<file path="src/rtl/count_slot_sched.sv">
// Round-robin scheduler sharing one modulo up-counter among NREQ requesters.
// The granted owner gets a slot of len+1 cycles followed by a one-cycle done pulse.
module count_slot_sched #(
  parameter int unsigned NREQ = 4,
  parameter int unsigned CW   = 4
) (
  input  logic               clk,
  input  logic               rst,
  input  logic [NREQ-1:0]    req,
  input  logic [NREQ*CW-1:0] len,
  output logic [NREQ-1:0]    gnt,
  output logic               busy,
  output logic [CW-1:0]      count,
  output logic [NREQ-1:0]    done
);

  localparam int unsigned PW = $clog2(NREQ);

  typedef enum logic [1:0] {StIdle, StRun, StDone} state_e;

  state_e        state_q, state_d;
  logic [PW-1:0] owner_q, owner_d;
  logic [PW-1:0] ptr_q, ptr_d;
  logic [CW-1:0] len_q, len_d;
  logic [CW-1:0] cnt_q, cnt_d;

  logic [PW-1:0] pick;
  logic [PW-1:0] cand;
  logic          pick_vld;
  logic [PW-1:0] owner_nxt;

  // First set request at or after the pointer, wrapping modulo NREQ.
  always_comb begin
    pick     = ptr_q;
    pick_vld = 1'b0;
    cand     = '0;
    for (int unsigned i = 0; i < NREQ; i++) begin
      cand = PW'((32'(ptr_q) + i) % NREQ);
      if (!pick_vld && req[cand]) begin
        pick_vld = 1'b1;
        pick     = cand;
      end
    end
  end

  assign owner_nxt = (owner_q == PW'(NREQ - 1)) ? '0 : owner_q + PW'(1);

  always_ff @(posedge clk or posedge rst) begin
    if (rst) begin
      state_q <= StIdle;
      owner_q <= '0;
      ptr_q   <= '0;
      len_q   <= '0;
      cnt_q   <= '0;
    end else begin
      state_q <= state_d;
      owner_q <= owner_d;
      ptr_q   <= ptr_d;
      len_q   <= len_d;
      cnt_q   <= cnt_d;
    end
  end

  always_comb begin
    state_d = state_q;
    owner_d = owner_q;
    ptr_d   = ptr_q;
    len_d   = len_q;
    cnt_d   = cnt_q;
    unique case (state_q)
      StIdle: begin
        if (pick_vld) begin
          state_d = StRun;
          owner_d = pick;
          len_d   = len[pick*CW +: CW];
          cnt_d   = '0;
        end
      end
      StRun: begin
        // Cancel wins over terminal count.
        if (!req[owner_q]) begin
          state_d = StIdle;
          ptr_d   = owner_nxt;
        end else if (cnt_q == len_q) begin
          state_d = StDone;
          ptr_d   = owner_nxt;
        end else begin
          cnt_d = cnt_q + CW'(1);
        end
      end
      StDone: begin
        state_d = StIdle;
      end
      default: begin
        state_d = StIdle;
      end
    endcase
  end

  // Outputs decode registered state only; no input-to-output paths.
  always_comb begin
    gnt   = '0;
    done  = '0;
    busy  = (state_q == StRun);
    count = '1;
    for (int unsigned i = 0; i < NREQ; i++) begin
      gnt[i]  = (state_q == StRun)  && (owner_q == PW'(i));
      done[i] = (state_q == StDone) && (owner_q == PW'(i));
    end
    if (state_q == StRun) begin
      count = cnt_q;
    end
  end

endmodule

</file>
<file path="config.mk">
export PLATFORM = sky130hd
export DESIGN_NAME = count_slot_sched
export DESIGN_NICKNAME = d
export VERILOG_FILES = /design/src/rtl/count_slot_sched.sv
export SDC_FILE = /design/constraint.sdc
export NUM_CORES = 1
export LEC_CHECK = 0
export BUFFER_PORTS_ARGS = -buffer_cell sky130_fd_sc_hd__buf_2
export CORE_ASPECT_RATIO = 1.75
export CORE_UTILIZATION = 40
export DETAILED_ROUTE_END_ITERATION = 6
export PLACE_DENSITY = 0.69
export SYNTH_ARGS = -nofsm -noshare
export SYNTH_HDL_FRONTEND = slang
export SYNTH_SLANG_ARGS = --single-unit
</file>
<file path="constraint.sdc">
create_clock -name clk -period 2 [get_ports clk]
set_input_delay 0.4 -clock clk [delete_from_list [all_inputs] [get_ports clk]]
set_output_delay 0.4 -clock clk [all_outputs]
set_load 0.03 [all_outputs]
</file>
After elaboration in Yosys (flattened, before gate mapping)
Cells that the tools add are included.
Word-level totals
  bits in registers: 14
  bits in latches: 0
  memory bits (writable): 0
  ROM bits: 0
  input port bits: 22
  logic and storage cells: 77
  memories: 0
Operators by class
  add/subtract/negate cells: 5
  $mul: 0
  divide/modulo/power cells: 0
  magnitude comparators: 5
  eq/ne operators: 11
  shifts and indexed selects: 1
  multiplexer cells: 29
  bitwise logic cells: 0
  reductions and logical operators: 21
Operators by type and width (count)
  $mux W2: 9
  $mux W4: 4
  $shiftx A16 B5 Y4: 1
  $lt A2 B3 Y1 const B: 5
  $logic_and A1 B1 Y1: 11
  $bmux W1 S2: 5
  $mux W1: 9
  $pmux W4 S2: 1
  $eq A2 B2 Y1 const B: 3
  $reduce_and A2 Y1: 3
  $add A2 B1 Y2 const B: 2
  $add A2 B2 Y2 const B: 2
  $add A4 B1 Y4 const B: 1
  $eq A2 B1 Y1 const B: 2
  $eq A4 B4 Y1: 1
  $logic_not A2 Y1: 2
  $ne A2 B1 Y1 const B: 2
  $ne A2 B2 Y1 const B: 2
  $pmux W2 S2: 1
  $reduce_and A4 Y1: 1
  $logic_not A1 Y1: 3
  $ne A3 B2 Y1 const B: 1
  $reduce_bool A2 Y1: 1

Logic depth before layout (Yosys ltp)
  depth after elaboration: 14
  depth in mapped cells: 5
  mapped depth without buffers: 5

Least setup slack after synthesis
Ideal clock, no wire load.
  path kind: input port to flip-flop
  from: input port req[0]
  to: register len_q[0]
  arrival time: 1.799 ns
  required time: 1.874 ns
  setup slack: 0.075 ns
  stages on the path: 5
  cell sequence: nor2b_2 > or4_4 > nand2_4 > mux2_1 > a221o_1
On the way
  word-level cells in the longest chain between the ends: 13
  elaborated cells on any way between the ends: 23
  those cells by class: shift: 1; mux: 15; reduce/logical: 7
Ends and longest elaborated chain
  from (decl): RTL line 9  | input logic [NREQ-1:0] req,
  $bmux W1 S2: RTL line 39  | if (!pick_vld && req[cand]) begin
  $mux W1 (not written as such): RTL line 39
  $mux W1: RTL line 39
  $logic_not A1 Y1: RTL line 39
  $logic_and A1 B1 Y1: RTL line 39
  $mux W1: RTL line 39
  $logic_not A1 Y1: RTL line 39
  $logic_and A1 B1 Y1: RTL line 39
  $mux W1: RTL line 39
  $logic_not A1 Y1: RTL line 39
  $logic_and A1 B1 Y1: RTL line 39
  $mux W2 or $mux W1 (tied branches): RTL line 39
  $shiftx A16 B5 Y4 or $reduce_and A2 Y1 (tied branches)
  to (signal assigned): RTL line 59  | len_q <= len_d;
  to (decl): RTL line 24  | logic [CW-1:0] len_q, len_d;
Parallel ways exist; a longest one is shown, timed or not. The select of a mux whose other input is x is not followed.
A chain may end at the register's enable or synchronous reset.

Worst setup path in the final report
  from: register ptr_q[1]
  to: register len_q[2]
On the way
  word-level cells in the longest chain between the ends: 13
  elaborated cells on any way between the ends: 26
  those cells by class: add/sub: 3; shift: 1; mux: 15; reduce/logical: 7
Ends and longest elaborated chain
  from (decl): RTL line 23  | logic [PW-1:0] ptr_q, ptr_d;
  from (signal assigned): RTL line 58  | ptr_q <= ptr_d;
  branches (longest 13 deep; another with $add A2 B1 Y2)
Parallel ways; which one is timed is not known. The select of a mux whose other input is x is not followed.

==> results.toml <==
[run_status]
status = "completed"

[finish]
syn_to_final_growth_pct = 28.1
nets = 176
finish.utilization = 0.556
multi_input_area_um2 = 637
final_area_um2 = 1310
diodes = 0
final-seq-area_um2 = 352
nFillCells = 238
drive_above_1_share = 0.345

[sta]
skew_ps = 3.33
tightest_slew_ps = 525
finalMaxSlewViolations = 0
post-route-min-period_ps = 1940
period_share = 0.970
maxSlewHeadroom = 0.650
max_freq_mhz = 515
setup_ws_ps = 60.0
setup_viol = 0
hold_slack_ps = 180
hold_viol = 0

[logic_synthesis]
dominantRegCellSynth = "dfrtp_1"
ys_seq_area_frac = 0.342
synthesis.area_per_instance_um2 = 9.67
syn-num-nets = 133
netlist_area_um2 = 1020
postSynth.asyncResetShare = 1.00
synth-seq-cells = 14
yosysWarningCount = 0
synth-edff-count = 0
yosys.cell_types.count = 36
syn_inst = 106

[global_routing]
grt_max_degree = 15
grt-ovfl-total = 0
grt_pass1_wl_mm = 3.86
track_usage = 0.201
grt_pass1_vias = 925
antenna_found_initial = 0

[worst_setup_path]
worst_path_dominant_cell_family = "simple AND/OR/NAND/NOR gates"
slowest_stage = "dfrtp_2"
r2r-end = "len_q[2]$_DFFE_PP0P_"
worstSetupPathDepth = 5
cp-end-kind = "flop"
path_max_fanout = 6
cp_slowest_stage_delay_ps = 440
cp_data_required_time_ps = 2120
crit_arrival_ps = 2060
r2r.worst_path.cells = 5
path_cells = "and3b_1 -> or4_4 -> nand2_4 -> mux2_1 -> a221o_1"
start_kind = "flop"
path_buf_inv = 0
timing.rr.start = "ptr_q[1]$_DFFE_PP0P_"
rrSetupSlack_ps = 60
worst-setup-path-type = "flop to flop"

[place]
portBuffers = 34
dpl.hpwl_mm = 2.01
dpl_cell_area_um2 = 1240
place_ws_ps = -76.9
gp_congestion = 0.748

[floorplanning]
ios = 35
dieArea_um2 = 2780
fp.dieW_um = 40.3
core-area_um2 = 2360
num_rows = 23
initial_core_util = 0.434
die_y_um = 69.0

[detailed_routing]
ant_nets = 0
first_pass_iters = 3
wl_per_cell_um = 13.9
drc = 0
vias = 942
drt-total-wl_mm = 2.41
avgViaCountPerCell = 5.45
drt-initial-drc-count = 9

[power_and_ir_drop]
ir_drop_mv = 0.712
leakagePower_nw = 0.685
power_density_nw_per_um2 = 1620

[clock_network]
clkSinkCount = 14
cts_inserted_buffers = 3
htree_levels = 1
cts.path.max_buffers = 2
cts-root-buf = "clkbuf_8"
cts_tree = "done"
clk_pin_slew_ps = 60
clk_latency_ps = 240

[worst_hold_path]
hold_path.class = "input pin to asynchronous set/reset pin"

[flow_run]
drv_cap = 0
==> registers in the layout (all words and copies together) (netlist names) <==
| signal | flops |
|---|---|
| ptr_q | 2 |
| state_q | 2 |
| owner_q | 2 |
| cnt_q | 4 |
| len_q | 4 |
==> metrics by stage <==
| step | TNS, ps | total power [mW] | instances |
|---|---|---|---|
| 2_1_floorplan | 0 | 1.49 | 106 |
| 4_1_cts | 0 | 2.10 | 171 |
| 6_report | 0 | 2.12 | 173 |
| 3_5_place_dp | -281 | 1.83 | 167 |
| 3_3_place_gp | -196 | 1.77 | 167 |
| 5_1_grt | -7.12 | 2.29 | 173 |
==> per-layer routing <==
metal  part of all wire  global-route usage
met4              0.018               0.100
met3              0.020              0.0192
met2               0.58               0.369
met1               0.39               0.214
met5                  0                   0
==> Yosys cell counts (2+ instances only) <==
master	count	share of area
mux2_1	5	0.055
a21oi_1	4	0.020
dfrtp_1	14	0.34
nand2_1	9	0.033
a221o_1	4	0.039
o31ai_1	2	0.015
nand3_1	6	0.029
inv_1	6	0.022
nand2b_1	2	0.012
nor2b_1	5	0.031
ha_1	5	0.061
nor2_1	3	0.011
xor2_1	4	0.034
o21ai_0	5	0.024
and2_1	8	0.049
o21bai_1	2	0.015
mux2i_1	3	0.029
==> worst register-to-register path: stages, from the launching register on <==
cell and delay, ps:
dfrtp_2 440, and3b_1 200, or4_4 440, nand2_4 110
mux2_1 320, a221o_1 320
==> cells by family (layout without fill, tap and decap cells) <==
kind of cell / after synthesis / after routing / share of synthesized area
buf+inv: 8 / 50 / 0.0366
simple gates: 41 / 41 / 0.237
fa+ha+maj: 5 / 5 / 0.0611
xor+xnor: 4 / 4 / 0.0342
flops: 14 / 14 / 0.342
compound gates: 24 / 24 / 0.169
mux: 10 / 10 / 0.121
==> worst max-delay path by stage <==
stage	startpoint	to	slack, ps
2_1_floorplan	req[0]	len_q[0]$_DFFE_PP0P_	80
4_1_cts	ptr_q[1]$_DFFE_PP0P_	len_q[2]$_DFFE_PP0P_	9
6_report	ptr_q[1]$_DFFE_PP0P_	len_q[2]$_DFFE_PP0P_	60
5_1_grt	ptr_q[1]$_DFFE_PP0P_	len_q[3]$_DFFE_PP0P_	-7
3_5_place_dp	req[0]	len_q[2]$_DFFE_PP0P_	-80
3_3_place_gp	req[0]	len_q[2]$_DFFE_PP0P_	-60
==> cells in the final DEF (no fill, tap or decap), drive strengths merged, types with 2 or more instances in the layout <==
master,n
xor2,4
nand2b,3
a21oi,4
nor2,3
nand2,10
inv,6
o31ai,2
a221o,4
nand3,6
and2,8
o21bai,2
mux2,6
mux2i,3
buf,40
o21ai,6
ha,5
nor2b,6
dfrtp,14
clkbuf,4
==> power by group <==
| group | internal (mW) | leakage, nW | total, mW | switching, mW |
|---|---|---|---|---|
| Sequential | 0.415 | 0.175 | 0.552 | 0.138 |
| Combinational | 0.540 | 0.481 | 1.30 | 0.756 |
| Clock | 0.174 | 0.0288 | 0.273 | 0.0990 |
| Total | 1.13 | 0.685 | 2.12 | 0.993 |
==> timing repair <==
action | in CTS | in global routing
gates resized for setup | 0 | 1
setup endpoints to repair | 0 | 4
hold buffers | 0 | 0
setup buffers | 0 | 2
==> cell type report <==
cell class | instances | share of cell area
sequential | 14 | 0.268
multi-input combinational | 84 | 0.485
inverter | 6 | 0.0172
timing repair buffer | 40 | 0.164
tap | 25 | 0.0238
clock buffer | 4 | 0.0419
No activity file was read; power rests on OpenSTA's default activity.
